**config.mk**
```make
export PLATFORM = sky130hd
export DESIGN_NAME = dpram_rd_stream_flat
export DESIGN_NICKNAME = d
export VERILOG_FILES = /design/src/rtl/dpram_rd_stream_if.sv /design/src/rtl/dpram_rd_stream.sv /design/src/flat_wrapper.sv
export SDC_FILE = /design/constraint.sdc
export NUM_CORES = 1
export LEC_CHECK = 0
export CORE_ASPECT_RATIO = 0.75
export CORE_MARGIN = 2
export CORE_UTILIZATION = 35
export CTS_CLUSTER_SIZE = 10
export DETAILED_ROUTE_END_ITERATION = 10
export PLACE_DENSITY = 0.67
export SLEW_MARGIN = 15
export SYNTH_ARGS = -nofsm -noshare
export SYNTH_HDL_FRONTEND = slang
export SYNTH_SLANG_ARGS = --single-unit
```
**constraint.sdc**
```tcl
create_clock -name clkb -period 2.75 [get_ports clkb]
set_clock_uncertainty 0.1 [all_clocks]
set_input_delay 0.4125 -clock clkb [delete_from_list [all_inputs] [get_ports clkb]]
set_output_delay 0.4125 -clock clkb [all_outputs]
set_load 0.005 [all_outputs]
```
**src/rtl/dpram_rd_stream_if.sv**
```systemverilog
// rtl/dpram_rd_stream_if.sv - valid/ready word stream from the frame-buffer read controller
interface dpram_rd_stream_if #(
  parameter int DATA_W = 32
);
  logic [DATA_W-1:0] m_data;
  logic              m_valid;
  logic              m_ready;

  modport master (output m_data, output m_valid, input m_ready);
  modport slave  (input m_data, input m_valid, output m_ready);
endinterface

```
**src/rtl/dpram_rd_stream.sv**
```systemverilog
// rtl/dpram_rd_stream.sv - port-B sequential reader with latency-absorbing output FIFO
module dpram_rd_stream #(
  parameter int ADDR_W     = 14,
  parameter int DATA_W     = 32,
  parameter int RD_LAT     = 1,
  parameter int FIFO_DEPTH = 4,
  parameter int BYTE_SWAP  = 0
) (
  input  logic              clkb,
  input  logic              rst_n,
  input  logic              start,
  input  logic [ADDR_W-1:0] start_addr,
  input  logic [ADDR_W:0]   word_cnt,
  input  logic              abort,
  output logic              busy,
  output logic              done,
  output logic              enb,
  output logic [ADDR_W-1:0] addrb,
  input  logic [DATA_W-1:0] doutb,
  dpram_rd_stream_if.master m
);

  localparam int PTR_W = $clog2(FIFO_DEPTH);
  // wide enough for fifo_count + inflight without overflow
  localparam int CNT_W = $clog2(FIFO_DEPTH + RD_LAT + 1) + 1;

  localparam logic [CNT_W-1:0]  DEPTH_C  = CNT_W'(FIFO_DEPTH);
  localparam logic [CNT_W-1:0]  CNT_ONE  = CNT_W'(1);
  localparam logic [ADDR_W:0]   WORD_ONE = (ADDR_W+1)'(1);
  localparam logic [ADDR_W-1:0] ADDR_ONE = ADDR_W'(1);
  localparam logic [PTR_W-1:0]  PTR_ONE  = PTR_W'(1);

  typedef enum logic [1:0] {
    S_IDLE,
    S_READ,
    S_DRAIN,
    S_DONE
  } state_t;

  state_t            state_q, state_d;
  logic [ADDR_W-1:0] addr_q, addr_d;
  logic [ADDR_W:0]   rd_left_q, rd_left_d;
  logic [ADDR_W:0]   out_left_q, out_left_d;
  logic [RD_LAT-1:0] pipe_q, pipe_d;
  logic [DATA_W-1:0] mem_q [FIFO_DEPTH];
  logic [DATA_W-1:0] mem_d [FIFO_DEPTH];
  logic [PTR_W-1:0]  wr_ptr_q, wr_ptr_d;
  logic [PTR_W-1:0]  rd_ptr_q, rd_ptr_d;
  logic [CNT_W-1:0]  fifo_count_q, fifo_count_d;

  logic [CNT_W-1:0]  inflight;
  logic [DATA_W-1:0] data_in;
  logic              fifo_valid;
  logic              push;
  logic              pop;
  logic              room;

  assign fifo_valid = (fifo_count_q != '0);
  assign push       = pipe_q[RD_LAT-1];
  assign pop        = fifo_valid & m.m_ready;
  assign m.m_valid  = fifo_valid;
  assign m.m_data   = fifo_valid ? mem_q[rd_ptr_q] : '0;
  assign addrb      = addr_q;

  // Count reads still travelling through the RAM pipeline and apply optional byte reversal.
  always_comb begin
    inflight = '0;
    for (int i = 0; i < RD_LAT; i++) begin
      inflight = inflight + CNT_W'(pipe_q[i]);
    end
    data_in = doutb;
    if (BYTE_SWAP != 0) begin
      for (int b = 0; b < DATA_W / 8; b++) begin
        data_in[8*b +: 8] = doutb[DATA_W-8-8*b +: 8];
      end
    end
  end

  // Transfer FSM: captures the command, issues reads while FIFO space is reserved, tracks hand-offs.
  always_comb begin
    state_d    = state_q;
    addr_d     = addr_q;
    rd_left_d  = rd_left_q;
    out_left_d = out_left_q;
    enb        = 1'b0;
    busy       = (state_q != S_IDLE);
    done       = (state_q == S_DONE);
    // every issued read owns a FIFO slot until it is popped, so overflow is impossible
    room       = ((fifo_count_q + inflight) < DEPTH_C);

    case (state_q)
      S_IDLE: begin
        if (start) begin
          addr_d     = start_addr;
          rd_left_d  = word_cnt;
          out_left_d = word_cnt;
          state_d    = (word_cnt == '0) ? S_DONE : S_READ;
        end
      end
      S_READ: begin
        enb = room;
        if (room) begin
          addr_d    = addr_q + ADDR_ONE;
          rd_left_d = rd_left_q - WORD_ONE;
          if (rd_left_q == WORD_ONE) begin
            state_d = S_DRAIN;
          end
        end
      end
      S_DRAIN: begin
        state_d = S_DRAIN;
      end
      S_DONE: begin
        state_d = S_IDLE;
      end
      default: begin
        state_d = S_IDLE;
      end
    endcase

    if (pop) begin
      out_left_d = out_left_q - WORD_ONE;
      if (out_left_q == WORD_ONE) begin
        state_d = S_DONE;
      end
    end

    if (abort) begin
      state_d    = S_IDLE;
      rd_left_d  = '0;
      out_left_d = '0;
    end
  end

  // Read-latency pipeline and output FIFO; abort drops both the stored and the returning words.
  always_comb begin
    pipe_d    = '0;
    pipe_d[0] = enb;
    for (int i = 1; i < RD_LAT; i++) begin
      pipe_d[i] = pipe_q[i-1];
    end

    mem_d        = mem_q;
    wr_ptr_d     = wr_ptr_q;
    rd_ptr_d     = rd_ptr_q;
    fifo_count_d = fifo_count_q;

    if (push) begin
      mem_d[wr_ptr_q] = data_in;
      wr_ptr_d        = wr_ptr_q + PTR_ONE;
    end
    if (pop) begin
      rd_ptr_d = rd_ptr_q + PTR_ONE;
    end
    case ({push, pop})
      2'b10:   fifo_count_d = fifo_count_q + CNT_ONE;
      2'b01:   fifo_count_d = fifo_count_q - CNT_ONE;
      default: fifo_count_d = fifo_count_q;
    endcase

    if (abort) begin
      pipe_d       = '0;
      wr_ptr_d     = '0;
      rd_ptr_d     = '0;
      fifo_count_d = '0;
    end
  end

  // State register for the FSM, address/count trackers, pipeline and FIFO storage.
  always_ff @(posedge clkb or negedge rst_n) begin
    if (!rst_n) begin
      state_q      <= S_IDLE;
      addr_q       <= '0;
      rd_left_q    <= '0;
      out_left_q   <= '0;
      pipe_q       <= '0;
      mem_q        <= '{default: '0};
      wr_ptr_q     <= '0;
      rd_ptr_q     <= '0;
      fifo_count_q <= '0;
    end else begin
      state_q      <= state_d;
      addr_q       <= addr_d;
      rd_left_q    <= rd_left_d;
      out_left_q   <= out_left_d;
      pipe_q       <= pipe_d;
      mem_q        <= mem_d;
      wr_ptr_q     <= wr_ptr_d;
      rd_ptr_q     <= rd_ptr_d;
      fifo_count_q <= fifo_count_d;
    end
  end

endmodule

```
**src/flat_wrapper.sv**
```systemverilog
// flat-port wrapper written by rule: the top's interface ports become plain ports
module dpram_rd_stream_flat 
#(
  parameter int ADDR_W     = 14,
  parameter int DATA_W     = 32,
  parameter int RD_LAT     = 1,
  parameter int FIFO_DEPTH = 4,
  parameter int BYTE_SWAP  = 0
)
  (clkb, rst_n, start, start_addr, word_cnt, abort, busy, done, enb, addrb, doutb, m_m_data, m_m_valid, m_m_ready);
  dpram_rd_stream_if #(.DATA_W(DATA_W)) m_i ();
  input  logic clkb;
  input  logic rst_n;
  input  logic start;
  input  logic [ADDR_W-1:0] start_addr;
  input  logic [ADDR_W:0] word_cnt;
  input  logic abort;
  output logic busy;
  output logic done;
  output logic enb;
  output logic [ADDR_W-1:0] addrb;
  input  logic [DATA_W-1:0] doutb;
  output wire logic [$bits(m_i.m_data)-1:0] m_m_data;
  output wire logic [$bits(m_i.m_valid)-1:0] m_m_valid;
  input wire logic [$bits(m_i.m_ready)-1:0] m_m_ready;
  assign m_m_data = m_i.m_data;
  assign m_m_valid = m_i.m_valid;
  assign m_i.m_ready = m_m_ready;
  dpram_rd_stream #(.ADDR_W(ADDR_W), .DATA_W(DATA_W), .RD_LAT(RD_LAT), .FIFO_DEPTH(FIFO_DEPTH), .BYTE_SWAP(BYTE_SWAP)) u_core (.clkb(clkb), .rst_n(rst_n), .start(start), .start_addr(start_addr), .word_cnt(word_cnt), .abort(abort), .busy(busy), .done(done), .enb(enb), .addrb(addrb), .doutb(doutb), .m(m_i));
endmodule
```
==> metrics.cfg, run 1 <==
[status]
status = completed

[placed_design]
pre_cts_ws_ns = 0.224
io_buffers = 115
gp_congestion = 0.808
hpwl_um = 15200

[setup_path]
path_cells = buf_12 > mux4_2 > nor2b_1 > clkdlybuf4s50_1
reg2regPathDepth = 7
cp.required_ns = 2.24
reg2reg_to = u_core.fifo_count_q[3]
r2r_slack_ns = 0.33
critPathCaptureType = output pin
cp_slowest_stage_delay_ns = 0.50
path_class = reg -> out
cp_slowest_cell = mux4_2
start_kind = flop
crit_start = u_core.rd_ptr_q[0]
cp_max_fo = 11
cp.arrival_ns = 2.14
r2r-start = u_core.fifo_count_q[1]

[timing]
worst_slack_ns = 0.0981
setup_viol_count_final = 0
fmax_ghz = 0.377
worstMarginPinSlew_ns = 0.682
rsz0062_at_grt = no
period_share_pct = 96.4
hold_ws_ns = 0.399
maxSlewHeadroom_pct = 54.2
setup_tns_ns = 0
slew_violations = 0
period_needed_ns = 2.65
finalHoldViolations = 0

[logic_synthesis]
yosys.area.top_type = dfrtp_1
synth_top_cell_area_share_pct = 48.5
synth_cell_types = 76
syn_nets = 857
synth.avg_cell_area_um2 = 12.1
yosysWarnings = 0
synthArstFlopShare_pct = 100
yosys-top-cells-count = dfrtp_1, mux2_2, nand2_1
ys_ff_latch = 183
synth_edf_count = 0
synthFlopType = dfrtp_1
synth_area_um2 = 9440
ys_top_cells_by_area = dfrtp_1, mux2_2, mux4_2, nor2b_1, a21oi_1
synth.most_common_cell = dfrtp_1
synth_cells = 779
ys_seq_area_share_pct = 48.5

[route]
drt_iter0_drc = 386
vias = 6821
drc_errors = 0
firstDrtPassIters = 5
routedWlPerCell_um = 18.5
ant_nets = 0
wl_um = 23200
vias_per_cell = 5.43

[floorplan]
start_util_pct = 35.3
coreArea_um2 = 26700
die_w_um = 194
die_area_um2 = 28300
die_h_um = 146
pin_count = 116
placementRows = 52

[clock_network]
clock_latency_ns = 0.44
cts_tree = built
ctsRootBufferMaster = clkbuf_16
clockBufferDepth = 2
cts.clk_slew.worst_paths_ns = 0.07
cts.sinks = 183
cts_max_level = 4
numCtsBuffers = 17

[power_and_ir_drop]
ir_drop_v = 0.00102
p_leak_nw = 4.78
power.density_nw_per_um2 = 996
power_mw = 11.7

[layout]
fillCellCount = 2471
area_delta_synth_final_pct = 24.3
diodes = 0
fin_nets = 970
drive_above_1_share_pct = 27.3

[grt]
grt_pass1_wl_um = 37900
antenna_found_initial = 0
grt_pass1_vias = 6866
grt_max_degree = 58
grt_usage_pct = 16.8
grt_overflow = 0

[min_path]
hold-path-cell-count = 1
worstHoldStart = u_core.mem_q[40]
holdPathEnd = u_core.mem_q[40]
hold_class = reg -> reg

[job]
cap_violations = 0

==> per-stage QoR <==
step,utilization [%],instance area (µm²),instances
floorplan,-,9440,779
global placement,41.6,11100,1221
detailed placement,41.6,11100,1221
CTS,43.8,11700,1255
global route,43.9,11700,1256
finish,43.9,11700,1256
==> sequential cells by signal, indices dropped and copies added, names as in the netlist <==
signal,count
u_core.addrb,14
u_core.fifo_count_q,4
u_core.mem_q,128
u_core.out_left_q,15
u_core.pipe_q,1
u_core.rd_left_q,15
u_core.rd_ptr_q,2
u_core.state_q,2
u_core.wr_ptr_q,2
==> per-layer routing <==
metal,part of all wire (%),wire [µm],vias to the layer above,track usage [%]
li1,-,-,3160,-
met1,48,11100,3516,24.4
met2,47,11000,129,25.7
met3,4.0,920,16,3.60
met4,0.88,204,0,3.93
met5,0,0,-,0
==> power breakdown <==
group,switching [mW],internal (mW),total (mW)
logic,2.22,2.75,4.96
registers,0.673,3.56,4.23
clock network,1.13,1.37,2.50
total,4.02,7.68,11.7
==> cells in the final DEF (no fill, tap or decap), types with 17 or more instances in the layout <==
cell type	synthesis	routed
dfrtp_1	183	181
mux2_2	129	129
clkdlybuf4s50_1	0	93
nand2_1	38	38
nor2_1	37	37
nor2b_1	36	36
a21oi_1	36	36
mux4_2	32	32
buf_4	1	29
dlygate4sd2_1	0	20
nand3_1	17	17
clkbuf_16	0	17
==> logic make-up (layout without fill, tap and decap cells) <==
| family | count (synthesis) | after routing | synth area share [%] |
|---|---|---|---|
| XOR/XNOR | 8 | 8 | 0.822 |
| AND/OR/NAND/NOR | 204 | 204 | 11.9 |
| AO/OA/AOI/OAI | 129 | 129 | 9.73 |
| flip-flops | 183 | 183 | 48.5 |
| multiplexers | 173 | 173 | 24.3 |
| adder cells (fa/ha/maj) | 12 | 12 | 1.67 |
| buffers and inverters | 70 | 196 | 3.06 |
==> worst max path at each step <==
| stage | endpoint | cells past startpoint |
|---|---|---|
| after floorplan | u_core.fifo_count_q[3] | 7 |
| after global placement | u_core.fifo_count_q[3] | 8 |
| after CTS | m_m_data[6] | 4 |
| after global routing | m_m_data[4] | 4 |
| after detailed placement | u_core.fifo_count_q[3] | 8 |
| final | m_m_data[10] | 4 |
==> cell type report <==
cell class                      instances  area (µm²)  share of cell area [%]
Clock inverter                         13         158                    1.34
Clock buffer                           19         433                    3.69
Tap cell                              351         439                    3.74
Sequential cell                       183        4580                    39.0
Inverter                               13        48.8                   0.416
Multi-Input combinational cell        526        4600                    39.2
Timing Repair Buffer                  151        1480                    12.6
==> critical path, delay by kind of cell (launching register included) <==
family / cells / cell delay, ns
multiplexers: 1 / 0.50
AND/OR/NAND/NOR: 1 / 0.14
buffers and inverters: 2 / 0.63
flip-flops: 1 / 0.43
==> timing repair <==
action | CTS | global route
setup buffers | 1 | 1
endpoints found under the setup margin | 31 | 13
gates resized for setup | 22 | 5
hold buffers | 1 | 0
endpoints found under the hold margin | 52 | 0
pin swaps | 0 | 0
gates cloned | 0 | 0
Power figures use the tool's default switching activity.
==> inputs of run 2 (changes only) <==
- CTS_CLUSTER_SIZE: 10 -> 8
- PLACE_DENSITY: 0.67 -> 0.65
- clock period: 2.75 -> 2.6 ns (I/O delays scaled with it)
==> metrics.cfg, run 2 (synthesized netlist as in run 1, its figures left out) <==
[timing]
period_needed_ns = 2.57
setup_viol_count_final = 0
rsz0062_at_grt = yes
maxSlewHeadroom_pct = 56.4
period_share_pct = 98.9
worstMarginPinSlew_ns = 0.650
finalHoldViolations = 0
fmax_ghz = 0.389
slew_violations = 0

[layout]
final_util_pct = 44.7
fillCellCount = 2439
fin_nets = 987
multiInputGateArea_um2 = 4640
instances_no_fill = 1273
reg_top3 = u_core.mem_q x128, u_core.out_left_q x15, u_core.rd_left_q x15
drive_above_1_share_pct = 31.9
final_common_cell = dfrtp_1
mostFrequentLayoutCells = dfrtp_1, mux2_2, clkdlybuf4s50_1
area_delta_synth_final_pct = 26.7
ff_latch_area_um2 = 4580
diodes = 0
regMostFlops = u_core.mem_q
largest_reg_flops = 128

[clock_network]
cts_max_level = 4
clock_latency_ns = 0.44
cts.clk_slew.worst_paths_ns = 0.07
cts.sinks = 183
cts_tree = built
ctsRootBufferMaster = clkbuf_16
clockBufferDepth = 2
numCtsBuffers = 17

[setup_path]
cp.arrival_ns = 2.08
r2r_slack_ns = 0.18
r2r-start = u_core.fifo_count_q[1]
cp_slowest_stage_delay_ns = 0.43
start_kind = flop
path_cells = buf_4 > buf_6 > buf_12 > mux4_2 > nor2b_1 > dlygate4sd2_1
reg2reg_to = u_core.fifo_count_q[3]
critPathCaptureType = output pin
cp_slowest_cell = dfrtp_2
crit_start = u_core.rd_ptr_q[0]
path_class = reg -> out
cp.required_ns = 2.11
reg2regPathDepth = 8
cp-endpoint = m_m_data[3]
cp_max_fo = 8

[route]
wl_um = 24000
vias = 6942
firstDrtPassIters = 5
routedWlPerCell_um = 18.9
vias_per_cell = 5.45
drc_errors = 0
drt_iter0_drc = 371
ant_nets = 0

[power_and_ir_drop]
power.density_nw_per_um2 = 1060
ir_drop_v = 0.00111
p_leak_nw = 4.91

[grt]
grt_max_degree = 51
grt_pass1_vias = 7069
grt_overflow = 0
grt_usage_pct = 17.6
antenna_found_initial = 0
grt_pass1_wl_um = 39500

[floorplan]
placementRows = 52
coreArea_um2 = 26700
die_area_um2 = 28300
die_w_um = 194
pin_count = 116
die_h_um = 146
start_util_pct = 35.3

[placed_design]
hpwl_um = 15300
gp_congestion = 0.799
io_buffers = 115
place_inst = 1225

[min_path]
hold_class = in -> async

[status]
status = completed

[job]
cap_violations = 0

[run 2: worst min-delay path by stage]
| stage | cells past startpoint | startpoint | endpoint | slack (ns) |
|---|---|---|---|---|
| finish | 2 | rst_n | u_core.mem_q[122] | 0.37 |
| detailed placement | 1 | rst_n | u_core.mem_q[123] | 0.29 |
| floorplan | 0 | rst_n | u_core.addrb[0] | -0.006 |
| global placement | 1 | rst_n | u_core.mem_q[124] | 0.29 |
| global route | 2 | rst_n | u_core.mem_q[122] | 0.40 |
| CTS | 2 | rst_n | u_core.addrb[13] | 0.38 |
[run 2: where the power goes]
group / internal, mW / total (mW) / switching (mW) / leakage [nW]
registers: 3.77 / 4.44 / 0.677 / 2.20
clock network: 1.59 / 2.85 / 1.26 / 0.313
logic: 2.94 / 5.41 / 2.47 / 2.40
total: 8.30 / 12.7 / 4.40 / 4.91
[run 2: per-stage QoR]
step	worst slack, ns	TNS, ns	instance area (µm²)	total power [mW]	hold WS [ns]
after floorplan	0.0250	0	9440	7.52	-0.00559
after global placement	0.110	0	11100	9.86	0.291
final	0.0298	0	12000	12.7	0.371
after global routing	-0.0554	-0.0771	12000	13.6	0.401
after detailed placement	0.0798	0	11100	9.98	0.285
after CTS	-0.125	-0.487	12000	12.8	0.379
[run 2: layout make-up]
type	instances	area share, %
Multi-Input combinational cell	526	38.8
Inverter	13	0.408
Timing Repair Buffer	168	13.4
Tap cell	351	3.67
Sequential cell	183	38.3
Clock buffer	18	3.67
Clock inverter	14	1.74
[run 2: worst max-delay path: cells and delay by family (launching register included)]
kind,cells,cell delay [ns]
flops,1,0.43
simple gates,1,0.15
mux,1,0.41
buf+inv,4,0.65
[run 2: what timing repair did]
| item | in CTS | in global routing |
|---|---|---|
| hold buffers | 1 | 0 |
| buffers inserted | 12 | 2 |
| pin swaps | 0 | 0 |
| endpoints found under the setup margin | 33 | 27 |
| resized for setup | 81 | 35 |
| gates cloned | 3 | 0 |
| endpoints found under the hold margin | 45 | 0 |
[run 2: metal layers]
| metal | global-route usage, % | routed length [µm] | share of wire [%] |
|---|---|---|---|
| met5 | 0 | 0 | 0 |
| met4 | 4.05 | 242 | 1.0 |
| met3 | 3.37 | 983 | 4.1 |
| met2 | 26.9 | 11100 | 46 |
| met1 | 25.8 | 11700 | 49 |
==> inputs of run 3 (changes only) <==
- CORE_UTILIZATION: 35 -> 56
- PLACE_DENSITY: 0.65 -> 0.87
==> metrics.cfg, run 3 (synthesized netlist as in run 1, its figures left out) <==
[status]
status = completed

[layout]
stdcell_area_um2 = 11800
area_delta_synth_final_pct = 24.7
regMostFlops = u_core.mem_q
final_common_cell = dfrtp_1
final_util_pct = 70.6
largest_reg_flops = 128
fin_nets = 986
drive_above_1_share_pct = 28.9
diodes = 0
mostFrequentLayoutCells = dfrtp_1, mux2_2, clkdlybuf4s50_1
reg_top3 = u_core.mem_q x128, u_core.out_left_q x15, u_core.rd_left_q x15
fillCellCount = 1124

[setup_path]
critPathCaptureType = output pin
path_class = reg -> out
r2r_slack_ns = 0.10
cp_common_cell = buf_12
start_kind = flop
path_cells = buf_12 > buf_12 > mux4_2 > nor2b_1 > dlygate4sd2_1
cp_slowest_stage_delay_ns = 0.52
cp_slowest_cell = mux4_2
cp.arrival_ns = 2.07
cp_max_fo = 11
cp.required_ns = 2.11

[route]
route.top_layer_used = met4
ant_nets = 0
vias = 7102
drc_errors = 0
drt_iter0_drc = 677
wl_met2_um = 10800
wl_um = 23300
vias_per_cell = 6.25
firstDrtPassIters = 5
routedWlPerCell_um = 20.5
wirelength_met1_um = 10200
wl_met3_um = 1800

[placed_design]
gp_congestion = 0.910
hpwl_um = 15000
io_buffers = 115
postPlaceCellArea_um2 = 11000

[timing]
slew_violations = 0
setup_viol_count_final = 0
hold_ws_ns = 0.338
fmax_ghz = 0.390
period_needed_ns = 2.56
maxSlewHeadroom_pct = 56.2
worstMarginPinSlew_ns = 0.652
period_share_pct = 98.5
finalHoldViolations = 0
rsz0062_at_grt = yes

[floorplan]
die_h_um = 116
coreArea_um2 = 16700
die_w_um = 154
placementRows = 41
pin_count = 116
die_area_um2 = 17900
start_util_pct = 56.6

[clock_network]
clockBufferDepth = 2
cts.clk_slew.worst_paths_ns = 0.07
cts.sinks = 183
cts_tree = built
cts_max_level = 4
ctsRootBufferMaster = clkbuf_16
clock_latency_ns = 0.43
numCtsBuffers = 17

[min_path]
hold_class = in -> async

[grt]
antenna_found_initial = 0
grt_pass1_vias = 7106
grt_max_degree = 72
grt_overflow = 0
grt_usage_pct = 27.1
grt_pass1_wl_um = 37800

[power_and_ir_drop]
p_leak_nw = 4.95
power.density_nw_per_um2 = 1110
ir_drop_v = 0.000669

[job]
cap_violations = 0

## run 3: cell count changes in the layout (fill, tap and decap cells not counted), moves of 4 or more
cell,change
clkbuf_2,-14
buf_2,-7
dlygate4sd2_1,+25
clkdlybuf4s15_1,-4
## run 3: metrics by stage
| stage | instances | setup slack [ns] | total power [mW] | TNS [ns] |
|---|---|---|---|---|
| 6_report | 1136 | 0.0381 | 13.1 | 0 |
| 5_1_grt | 1136 | -0.0330 | 13.8 | -0.239 |
| 4_1_cts | 1130 | -0.109 | 12.9 | -0.109 |
| 3_5_place_dp | 1091 | 0.0696 | 9.95 | 0 |
| 3_3_place_gp | 1091 | 0.136 | 9.75 | 0 |
| 2_1_floorplan | 779 | 0.0250 | 7.52 | 0 |
## run 3: critical path: cells and delay by family, from the launching register on
family                 cells  cell delay (ns)
muxes                      1             0.52
buffers and inverters      3             0.54
and+or+nand+nor            1             0.15
DFF                        1             0.42
## run 3: area by class of cell
class                   count  area, µm²  share of cell area, %
inverters                  13       48.8                  0.414
multi-input cells         526       4610                   39.1
repair buffers            167       1660                   14.1
well taps                 215        269                   2.28
flip-flops and latches    183       4580                   38.9
clock inverters            15        184                   1.56
clock buffers              17        425                   3.61
## run 3: final timing paths
check | startpoint | to | depth (start not counted)
setup / recovery | u_core.rd_ptr_q[0] | m_m_data[19] | 5
setup reg to reg | u_core.fifo_count_q[1] | u_core.fifo_count_q[3] | 8
max in group asynchronous | rst_n | u_core.mem_q[50] | 3
hold reg to reg | u_core.mem_q[37] | u_core.mem_q[37] | 1
min in group clkb | u_core.mem_q[37] | u_core.mem_q[37] | 1
hold / removal | rst_n | u_core.addrb[8] | 2
## run 3: timing repair
action,in CTS,in global routing
setup buffers,3,6
resized for setup,38,13
endpoints found under the hold margin,37,0
hold buffers,1,0
cloned,3,0
setup endpoints to repair,34,3
pin swaps,1,1
## run 3: report_power, final
group	switching [mW]	internal (mW)	total (mW)
Clock	1.21	1.46	2.67
Sequential	0.722	3.77	4.49
Combinational	2.65	3.25	5.91
## run 3: layer usage
layer,vias to the layer above,track usage (%)
met5,-,0
met1,3567,37.8
li1,3169,-
met4,0,8.79
met2,324,42.3
met3,42,6.94
